--- src/rtl/whack_pkg.sv ---
// Shared types and elaboration helpers for the whack-a-mole game FSM.
package whack_pkg;

  localparam int MAX_LEDS = 64;

  typedef enum logic [2:0] {
    IDLE,
    ARM,
    SHOW,
    HIT,
    MISS,
    GAME_OVER
  } state_t;

  function automatic int max_int(input int a, input int b);
    return (a > b) ? a : b;
  endfunction

  function automatic int cnt_width(input int window_ms, input int gap_ms);
    return $clog2(max_int(window_ms, gap_ms) + 1);
  endfunction

  // Indices past the last LED fold back once by NUM_LEDS, so a wide LFSR index still lands on a lamp.
  function automatic logic [MAX_LEDS-1:0] idx_to_onehot(input int unsigned idx, input int unsigned n);
    int unsigned red;
    red = (idx >= n) ? idx - n : idx;
    return MAX_LEDS'(1) << red;
  endfunction

endpackage

--- src/rtl/whack_a_mole_fsm_if.sv ---
// Player-facing signal bundle: tick/button/switch/LFSR inputs and LED/score/display outputs.
interface whack_a_mole_fsm_if #(
  parameter int NUM_LEDS = 18,
  parameter int SCORE_W  = 8,
  parameter int LIVES    = 3
);
  localparam int IDX_W   = $clog2(NUM_LEDS);
  localparam int LIVES_W = $clog2(LIVES + 1);

  logic                tick_ms;
  logic                start_btn;
  logic [NUM_LEDS-1:0] switches;
  logic [IDX_W-1:0]    rand_idx;
  logic [NUM_LEDS-1:0] led_on;
  logic [SCORE_W-1:0]  score;
  logic [LIVES_W-1:0]  lives;
  logic                hit_pulse;
  logic                miss_pulse;
  logic                game_over;
  logic [SCORE_W-1:0]  high_score;

  modport master (
    output tick_ms, start_btn, switches, rand_idx,
    input  led_on, score, lives, hit_pulse, miss_pulse, game_over, high_score
  );

  modport slave (
    input  tick_ms, start_btn, switches, rand_idx,
    output led_on, score, lives, hit_pulse, miss_pulse, game_over, high_score
  );

endinterface

--- src/rtl/rise_edge_detect.sv ---
// Single-cycle rising-edge detector for an already-debounced level.
module rise_edge_detect (
  input  logic clk,
  input  logic rst_n,
  input  logic i_in,
  output logic o_edge
);

  logic r_prev;

  // NOTE: sequential state uses non-blocking assignment so every flop samples pre-edge values.
  always_ff @(posedge clk or negedge rst_n) begin
    if (!rst_n) r_prev <= 1'b0;
    else        r_prev <= i_in;
  end

  assign o_edge = i_in & ~r_prev;

endmodule

--- src/rtl/whack_a_mole_fsm.sv ---
// Whack-a-mole game controller: targets, scoring, lives and a shrinking response window.
// Define WHACK_HIGH_SCORE_EN to keep a best-score register across games.
module whack_a_mole_fsm
  import whack_pkg::*;
#(
  parameter int NUM_LEDS      = 18,
  parameter int WINDOW_MS     = 1000,
  parameter int MIN_WINDOW_MS = 250,
  parameter int SPEEDUP_MS    = 50,
  parameter int GAP_MS        = 300,
  parameter int LIVES         = 3,
  parameter int SCORE_W       = 8
) (
  input logic clk,
  input logic rst_n,
  whack_a_mole_fsm_if.slave bus
);

  localparam int CNT_W   = cnt_width(WINDOW_MS, GAP_MS);
  localparam int LIVES_W = $clog2(LIVES + 1);
  localparam logic [CNT_W-1:0]   WIN_INIT  = CNT_W'(WINDOW_MS);
  localparam logic [CNT_W-1:0]   WIN_MIN   = CNT_W'(MIN_WINDOW_MS);
  localparam logic [CNT_W-1:0]   WIN_STEP  = CNT_W'(SPEEDUP_MS);
  localparam logic [CNT_W-1:0]   GAP_LAST  = CNT_W'(GAP_MS - 1);
  localparam logic [LIVES_W-1:0] LIVES_INIT = LIVES_W'(LIVES);
  localparam int unsigned        SHRINK_FLOOR = MIN_WINDOW_MS + SPEEDUP_MS;

  if (GAP_MS == 0 || WINDOW_MS < MIN_WINDOW_MS || NUM_LEDS > MAX_LEDS) begin : g_bad_params
    $error("whack_a_mole_fsm: illegal timing or LED-count parameters");
  end

  state_t               r_state, w_state_next;
  logic [CNT_W-1:0]     r_cnt, r_window;
  logic [SCORE_W-1:0]   r_score;
  logic [LIVES_W-1:0]   r_lives;
  logic [NUM_LEDS-1:0]  r_target, r_snap;
  logic [NUM_LEDS-1:0]  w_diff, w_target_next;
  logic                 w_start;

  rise_edge_detect u_start_edge (
    .clk   (clk),
    .rst_n (rst_n),
    .i_in  (bus.start_btn),
    .o_edge(w_start)
  );

  assign w_diff        = bus.switches ^ r_snap;
  assign w_target_next = NUM_LEDS'(idx_to_onehot(32'(bus.rand_idx), NUM_LEDS));

  always_ff @(posedge clk or negedge rst_n) begin
    if (!rst_n) r_state <= IDLE;
    else        r_state <= w_state_next;
  end

  // NOTE: the default assignment first guarantees every path drives w_state_next, so no latch.
  always_comb begin
    w_state_next = r_state;
    case (r_state)
      IDLE:      if (w_start) w_state_next = ARM;
      ARM:       if (bus.tick_ms && r_cnt == GAP_LAST) w_state_next = SHOW;
      SHOW: begin
        // Hit beats a wrong switch, which beats a timeout landing in the same cycle.
        if (w_diff == r_target)                                    w_state_next = HIT;
        else if (w_diff != '0)                                     w_state_next = MISS;
        else if (bus.tick_ms && r_cnt == r_window - CNT_W'(1))     w_state_next = MISS;
      end
      HIT:       w_state_next = ARM;
      MISS:      w_state_next = (r_lives == LIVES_W'(1)) ? GAME_OVER : ARM;
      GAME_OVER: if (w_start) w_state_next = ARM;
      default:   w_state_next = IDLE;
    endcase
  end

  always_ff @(posedge clk or negedge rst_n) begin
    if (!rst_n) begin
      r_cnt    <= '0;
      r_window <= WIN_INIT;
      r_score  <= '0;
      r_lives  <= LIVES_INIT;
      r_target <= '0;
      r_snap   <= '0;
    end else begin
      if (w_state_next != r_state)
        r_cnt <= '0;
      else if (bus.tick_ms && (r_state == ARM || r_state == SHOW))
        r_cnt <= r_cnt + CNT_W'(1);

      case (r_state)
        IDLE, GAME_OVER: begin
          if (w_start) begin
            r_score  <= '0;
            r_lives  <= LIVES_INIT;
            r_window <= WIN_INIT;
          end
        end
        ARM: begin
          if (w_state_next == SHOW) begin
            r_target <= w_target_next;
            r_snap   <= bus.switches;
          end
        end
        HIT: begin
          if (r_score != '1) r_score <= r_score + SCORE_W'(1);
          r_window <= (32'(r_window) >= SHRINK_FLOOR) ? r_window - WIN_STEP : WIN_MIN;
        end
        MISS:    r_lives <= r_lives - LIVES_W'(1);
        default: ;
      endcase
    end
  end

`ifdef WHACK_HIGH_SCORE_EN
  logic [SCORE_W-1:0] r_high_score;

  always_ff @(posedge clk or negedge rst_n) begin
    if (!rst_n)
      r_high_score <= '0;
    else if (r_state == MISS && w_state_next == GAME_OVER && r_score > r_high_score)
      r_high_score <= r_score;
  end

  assign bus.high_score = r_high_score;
`else
  assign bus.high_score = '0;
`endif

  assign bus.led_on     = (r_state == SHOW) ? r_target : '0;
  assign bus.score      = r_score;
  assign bus.lives      = r_lives;
  assign bus.hit_pulse  = (r_state == HIT);
  assign bus.miss_pulse = (r_state == MISS);
  assign bus.game_over  = (r_state == GAME_OVER);

endmodule

--- src/flat_wrapper.sv ---
// flat-port wrapper written by rule: the top's interface ports become plain ports
module whack_a_mole_fsm_flat import whack_pkg::*;
#(
  parameter int NUM_LEDS      = 18,
  parameter int WINDOW_MS     = 1000,
  parameter int MIN_WINDOW_MS = 250,
  parameter int SPEEDUP_MS    = 50,
  parameter int GAP_MS        = 300,
  parameter int LIVES         = 3,
  parameter int SCORE_W       = 8
)
  (clk, rst_n, bus_tick_ms, bus_start_btn, bus_switches, bus_rand_idx, bus_led_on, bus_score, bus_lives, bus_hit_pulse, bus_miss_pulse, bus_game_over, bus_high_score);
  whack_a_mole_fsm_if #(.NUM_LEDS(NUM_LEDS), .SCORE_W(SCORE_W), .LIVES(LIVES)) bus_i ();
  input logic clk;
  input logic rst_n;
  input wire logic [$bits(bus_i.tick_ms)-1:0] bus_tick_ms;
  input wire logic [$bits(bus_i.start_btn)-1:0] bus_start_btn;
  input wire logic [$bits(bus_i.switches)-1:0] bus_switches;
  input wire logic [$bits(bus_i.rand_idx)-1:0] bus_rand_idx;
  output wire logic [$bits(bus_i.led_on)-1:0] bus_led_on;
  output wire logic [$bits(bus_i.score)-1:0] bus_score;
  output wire logic [$bits(bus_i.lives)-1:0] bus_lives;
  output wire logic [$bits(bus_i.hit_pulse)-1:0] bus_hit_pulse;
  output wire logic [$bits(bus_i.miss_pulse)-1:0] bus_miss_pulse;
  output wire logic [$bits(bus_i.game_over)-1:0] bus_game_over;
  output wire logic [$bits(bus_i.high_score)-1:0] bus_high_score;
  assign bus_i.tick_ms = bus_tick_ms;
  assign bus_i.start_btn = bus_start_btn;
  assign bus_i.switches = bus_switches;
  assign bus_i.rand_idx = bus_rand_idx;
  assign bus_led_on = bus_i.led_on;
  assign bus_score = bus_i.score;
  assign bus_lives = bus_i.lives;
  assign bus_hit_pulse = bus_i.hit_pulse;
  assign bus_miss_pulse = bus_i.miss_pulse;
  assign bus_game_over = bus_i.game_over;
  assign bus_high_score = bus_i.high_score;
  whack_a_mole_fsm #(.NUM_LEDS(NUM_LEDS), .WINDOW_MS(WINDOW_MS), .MIN_WINDOW_MS(MIN_WINDOW_MS), .SPEEDUP_MS(SPEEDUP_MS), .GAP_MS(GAP_MS), .LIVES(LIVES), .SCORE_W(SCORE_W)) u_core (.clk(clk), .rst_n(rst_n), .bus(bus_i));
endmodule
--- config.mk ---
export PLATFORM = sky130hd
export DESIGN_NAME = whack_a_mole_fsm_flat
export DESIGN_NICKNAME = d
export VERILOG_FILES = /design/src/rtl/whack_pkg.sv /design/src/rtl/whack_a_mole_fsm_if.sv /design/src/rtl/rise_edge_detect.sv /design/src/rtl/whack_a_mole_fsm.sv /design/src/flat_wrapper.sv
export SDC_FILE = /design/constraint.sdc
export NUM_CORES = 1
export LEC_CHECK = 0
export ABC_AREA = 0
export CAP_MARGIN = 10
export CORE_MARGIN = 5
export CORE_UTILIZATION = 53
export DETAILED_ROUTE_END_ITERATION = 10
export GPL_ROUTABILITY_DRIVEN = 0
export GPL_TIMING_DRIVEN = 0
export PLACE_DENSITY = 0.79
export SLEW_MARGIN = 20
export SYNTH_ARGS = -nofsm -noshare
export SYNTH_HDL_FRONTEND = slang
export SYNTH_SLANG_ARGS = --single-unit
--- constraint.sdc ---
create_clock -name clk -period 3.9 [get_ports clk]
set_clock_uncertainty 0.15 [all_clocks]
set_input_delay 0.78 -clock clk [delete_from_list [all_inputs] [get_ports clk]]
set_output_delay 0.78 -clock clk [all_outputs]
set_load 0.02 [all_outputs]
Word-level counts from Yosys, hierarchy flattened
Index checks and enable logic that the tools add are counted.
{ "word_totals": {"input_bits": 27, "wordCells": 67, "register_bits": 70, "out_inout_bits": 39} }
{ "op_classes": {"shift": 1, "muxes": 19, "n_eq_ne": 14, "n_lt_le_gt_ge": 2, "addsub": 6, "reduce_logical": 14, "n_bitwise": 3} }
{ "ops": {"columns": ["operator", "count"], "rows": [
  ["10-bit 2-to-1 mux", 4],
  ["32-bit 2-to-1 mux", 1],
  ["1-bit by 32-bit left shift with 18-bit output (first input constant)", 1],
  ["10-bit one-hot mux with 2 select lines", 1],
  ["18-bit == test", 1],
  ["18-bit 2-to-1 mux", 1],
  ["3-bit 2-to-1 mux", 6],
  ["18-bit nonzero test", 1],
  ["18-bit bitwise XOR", 1],
  ["8-bit 2-to-1 mux", 2],
  ["8-bit one-hot mux with 2 select lines", 1],
  ["3-bit one-hot mux with 5 select lines", 1],
  ["10-bit by 1-bit adder with 10-bit output (second input constant)", 1],
  ["10-bit == test", 1],
  ["10-bit by 9-bit == test with 1-bit output (second input constant)", 1],
  ["10-bit by 9-bit >= comparator with 1-bit output (second input constant)", 1],
  ["10-bit by 1-bit subtractor with 10-bit output (second input constant)", 1],
  ["10-bit by 6-bit subtractor with 10-bit output (second input constant)", 1],
  ["3-bit by 2-bit == test with 1-bit output (second input constant)", 3],
  ["8-bit by 1-bit adder with 8-bit output (second input constant)", 1],
  ["8-bit inequality test (second input constant)", 1],
  ["3-bit == test (second input constant)", 2],
  ["2-bit AND reduction", 3],
  ["2-bit nonzero test", 3],
  ["other kinds (16)", 19]
]} }

Longest topological paths before layout
{ "depth": {"ltp_word": 9, "depth_mapped": 9, "mapped_depth_nobuf": 9} }

Hierarchy
A second synthesis with hierarchy kept.
{ "hier_totals": {"hier_cells": 431, "hier_area_um2": 4227.8} }
{ "modules_own_cells": {"columns": ["mod", "cells_per_inst", "instances", "seq_area_each_um2", "area_each_um2"], "rows": [
  ["whack_a_mole_fsm", 429, 1, 1711.6, 4189.0],
  ["rise_edge_detect", 2, 1, 25.0, 38.8]
]} }

Least setup slack after synthesis
Ideal clock, no wire load.
{ "synth_path": {"kind": "input to register", "start": "in bus_switches[0]", "end": "reg u_core.r_cnt[0]", "n_path_buf": 0, "path_slack_ps": 1024, "setup_time_ps": 128, "stages": 7, "required_time_ps": 3622, "t_arrival_ps": 2597, "cell_sequence": "xor2_1 > xor2_1 > or4_1 > or4_4 > and2_4 > a31oi_4 > nor2_1"} }
{ "synth_between": {"elab_chain_cells": 7, "word_cells_on_any_way": 9, "cone_classes": "eq/ne (2); mux (4); bitwise (1); reduce/logical (2)"} }
{ "synth_lines": {"columns": ["item", "line", "text"], "rows": [
  ["from (decl)", "flat_wrapper.sv:18", "input wire logic [$bits(bus_i.switches)-1:0] bus_switches;"],
  ["18-bit bitwise XOR *", "whack_a_mole_fsm.sv:47", "assign w_diff = bus.switches ^ r_snap;"],
  ["18-bit nonzero test", "whack_a_mole_fsm.sv:64", "else if (w_diff != '0) w_state_next = MISS;"],
  ["3-bit 2-to-1 mux", "whack_a_mole_fsm.sv:64", null],
  ["3-bit 2-to-1 mux *", "whack_a_mole_fsm.sv:63", "if (w_diff == r_target) w_state_next = HIT;"],
  ["3-bit one-hot mux with 5 select lines *", "whack_a_mole_fsm.sv:58", "case (r_state)"],
  ["3-bit inequality test *", "whack_a_mole_fsm.sv:83", "if (w_state_next != r_state)"],
  ["10-bit 2-to-1 mux / 2-bit nonzero test (equally long branches)", null, null],
  ["to (signal assigned)", "whack_a_mole_fsm.sv:86", "r_cnt <= r_cnt + CNT_W'(1);"],
  ["to (decl)", "whack_a_mole_fsm.sv:33", "logic [CNT_W-1:0] r_cnt, r_window;"]
]} }
Mark *: on every way between the ends. The rest lies on a longest branch, timed or not.
A chain may end at the register's enable or synchronous reset.

Final worst setup path
{ "layout_path": {"start": "reg u_core.r_state[0]", "end": "out bus_led_on[6]"} }
{ "layout_between": {"elab_chain_cells": 2} }
{ "layout_lines": {"columns": ["item", "line", "text"], "rows": [
  ["from (decl)", "whack_a_mole_fsm.sv:32", "state_t r_state, w_state_next;"],
  ["from (signal assigned)", "whack_a_mole_fsm.sv:52", "else r_state <= w_state_next;"],
  ["3-bit by 2-bit == test with 1-bit output", "whack_a_mole_fsm.sv:127", "assign bus.led_on = (r_state == SHOW) ? r_target : '0;"],
  ["18-bit 2-to-1 mux", "whack_a_mole_fsm.sv:127", null],
  ["to (decl)", "flat_wrapper.sv:20", "output wire logic [$bits(bus_i.led_on)-1:0] bus_led_on;"]
]} }
No other way between the ends.

==> results.cfg <==
[run_status]
status = finished clean

[global_routing]
grt_max_degree = 41
grt_pass1_wl_um = 17400
grt_overflow = 0
grt_pass1_vias = 3586
antenna_found_initial = 0
grt.total_usage_pct = 21.8

[logic_synthesis]
synth_area_leaders = dfrtp_1 36%, nand2_1 9.0%, xor2_1 7.3%
synth_cell_types = 57
synth_edf_count = 0
synth-seq-area-share_pct = 41.4
synth_top_area_share_pct = 36.4
yosysWarnings = 0
ys_top_cells_by_count = 101 x nand2_1, 61 x dfrtp_1, 35 x xor2_1
synth_area_per_cell_um2 = 8.74
postSynthCellCount = 480
yosysTopAreaCell = dfrtp_1
yosys_most_used_dff = dfrtp_1
async_flop_share_pct = 100
synth.cell_area_mm2 = 0.00419
ys_ff_latch = 69
yosys.cell_count.top_type = nand2_1

[power_and_ir_drop]
finalPower_w = 0.00161
p_leak_nw = 2.36
clkPwrFrac_pct = 32.4
swShare_pct = 29.7
power_density_mw_per_mm2 = 317
switching_power_w = 0.000479
vdd.ir_drop.worst_mv = 0.189
internal-power_w = 0.00113
p_comb_share_pct = 18.6
seqPwrFrac_pct = 49.0

[setup_path]
crit_required_ps = 2970
crit_fanout = 10
crit_path_end_kind = output port
startpoint_type = flop
crit_type = flop to output port
cp.arrival_ps = 2440

[floorplanning]
initial_core_util_pct = 54.3
die-area_mm2 = 0.00979
placementRows = 32
die_w_um = 99.0
core_mm2 = 0.00773
io_pins = 66
die_y_um = 99.0

[route]
drtIter0Drc = 227
detail-route-antenna-nets = 0
drc = 0
firstDrtPassIters = 4
vias = 3737
routedWlPerCell_um = 15.6
vias_per_cell = 5.66
wl_um = 10300

[cts]
cts_tree = yes
clk_pin_slew_ps = 80
ctsRootBufferMaster = clkbuf_8
cts_made_buffers = 9
postCtsSetupRepairBufs = 0
cts_num_sinks = 69
htreeDepth = 3
hold_buffers = 0
cts-resized-gates = 0
clk_latency_ps = 340
clock_path_buffers = 2

[sta]
setup_violations = 0
fin_crit_sh_pct = 86.3
period_needed_ps = 3370
fin_hold_ws_ps = 204
drv_slew = 0
relSlewSlack_pct = 47.2
hold_viol_final = 0
tightest_slew_ps = 781
fmax_ghz = 0.297
rsz0062_at_grt = false

[placement]
dp_hpwl_um = 7930
io_buffer_count = 54
dp.cells = 644
placed_area_mm2 = 0.00491

[final_layout]
multiInputGateArea_mm2 = 0.00229
area_growth_pct = 21.2
num-fill-cells = 649
drive_above_1_share_pct = 7.53
nets = 585
diodes = 0
layoutNonFillerInstCount = 660
seqCellArea_mm2 = 0.00174
finalInstanceArea_mm2 = 0.00508

[flow_run]
cap_violations = 0

[worst_hold_path]
hold_class = primary input to async pin
## registers in the layout, summed over array words and instances, names as in the netlist
register / flops
u_core.r_state: 3
u_core.bus.score: 8
u_core.bus.lives: 2
u_core.u_start_edge.r_prev: 1
u_core.r_cnt: 10
u_core.r_snap: 18
u_core.r_window: 9
u_core.r_target: 18
## routing by layer
| metal | vias to the layer above | track usage (%) | wire length, um |
|---|---|---|---|
| met5 | - | 0 | 0 |
| met2 | 132 | 36.4 | 5210 |
| met4 | 0 | 6.30 | 82 |
| met3 | 12 | 3.47 | 537 |
| li1 | 1779 | - | - |
| met1 | 1814 | 29.2 | 4490 |
## placed cells by master, fill, tap and decap left out, drive strengths merged, types with 13 or more instances in the layout
cell type and instances:
nand2 101, dfrtp 61, clkdlybuf4s50 53, xor2 35
nor2 34, clkbuf 31, o21ai 28, and3 23
a21oi 19, xnor2 19, inv 15, nand3 13
## power groups by stage
| stage | logic (W) | clock network, W | registers, W |
|---|---|---|---|
| 2_1_floorplan | 0.000184 | 0 | 0.000804 |
| 3_3_place_gp | 0.000288 | 0 | 0.000800 |
| 3_5_place_dp | 0.000299 | 0 | 0.000802 |
| 4_1_cts | 0.000301 | 0.000536 | 0.000788 |
| 5_1_grt | 0.000329 | 0.000575 | 0.000795 |
| 6_report | 0.000300 | 0.000523 | 0.000789 |
## area by class of cell
class / count / area share, %
plain buffers: 29 / 2.76
clock buffers: 11 / 2.78
clock inverters: 5 / 0.714
inverters: 15 / 1.11
multi-input cells: 374 / 45.0
flip-flops and latches: 69 / 34.2
well taps: 102 / 2.51
repair buffers: 55 / 11.0
## through the flow
step | setup TNS (ps) | utilization [%] | setup WS [ps]
floorplan | 0 | - | 1020
global placement | -22790 | 63.3 | -376
detailed placement | 0 | 63.5 | 204
CTS | 0 | 65.8 | 560
global route | 0 | 65.8 | 423
finish | 0 | 65.8 | 534
## critical path, stage by stage (launching register included)
cell and delay [ps]:
dfrtp_1 360, clkbuf_1 200, nor2_1 290, clkbuf_1 390
and3_1 230, clkdlybuf4s50_1 610
## cells by family after synthesis
group                      Yosys count  synth area share, %
DFF                                 69                 41.4
xor gates and xnor gates            60                 14.7
AOI/OAI and AO/OA                   76                 11.7
and+or+nand+nor                    223                 25.4
other                                1               0.0894
adders and majority gates            5                 1.49
muxes                                2                0.507
buffers and inverters               44                 4.68
## final timing paths
path	from	end	slack [ps]	depth (start not counted)
max	u_core.r_state[0]$_DFF_PN0_	bus_led_on[6]	530	5
min	rst_n	u_core.r_window[4]$_DFFE_PN0P_	200	1
max reg2reg	u_core.r_window[1]$_DFFE_PN0P_	u_core.r_state[2]$_DFF_PN0_	860	9
min reg2reg	u_core.r_snap[11]$_DFFE_PN0P_	u_core.r_snap[11]$_DFFE_PN0P_	360	2
max in group asynchronous	rst_n	u_core.bus.lives[0]$_DFFE_PN1P_	2790	2
min in group clk	u_core.r_snap[11]$_DFFE_PN0P_	u_core.r_snap[11]$_DFFE_PN0P_	360	2
Power figures use the tool's default switching activity.
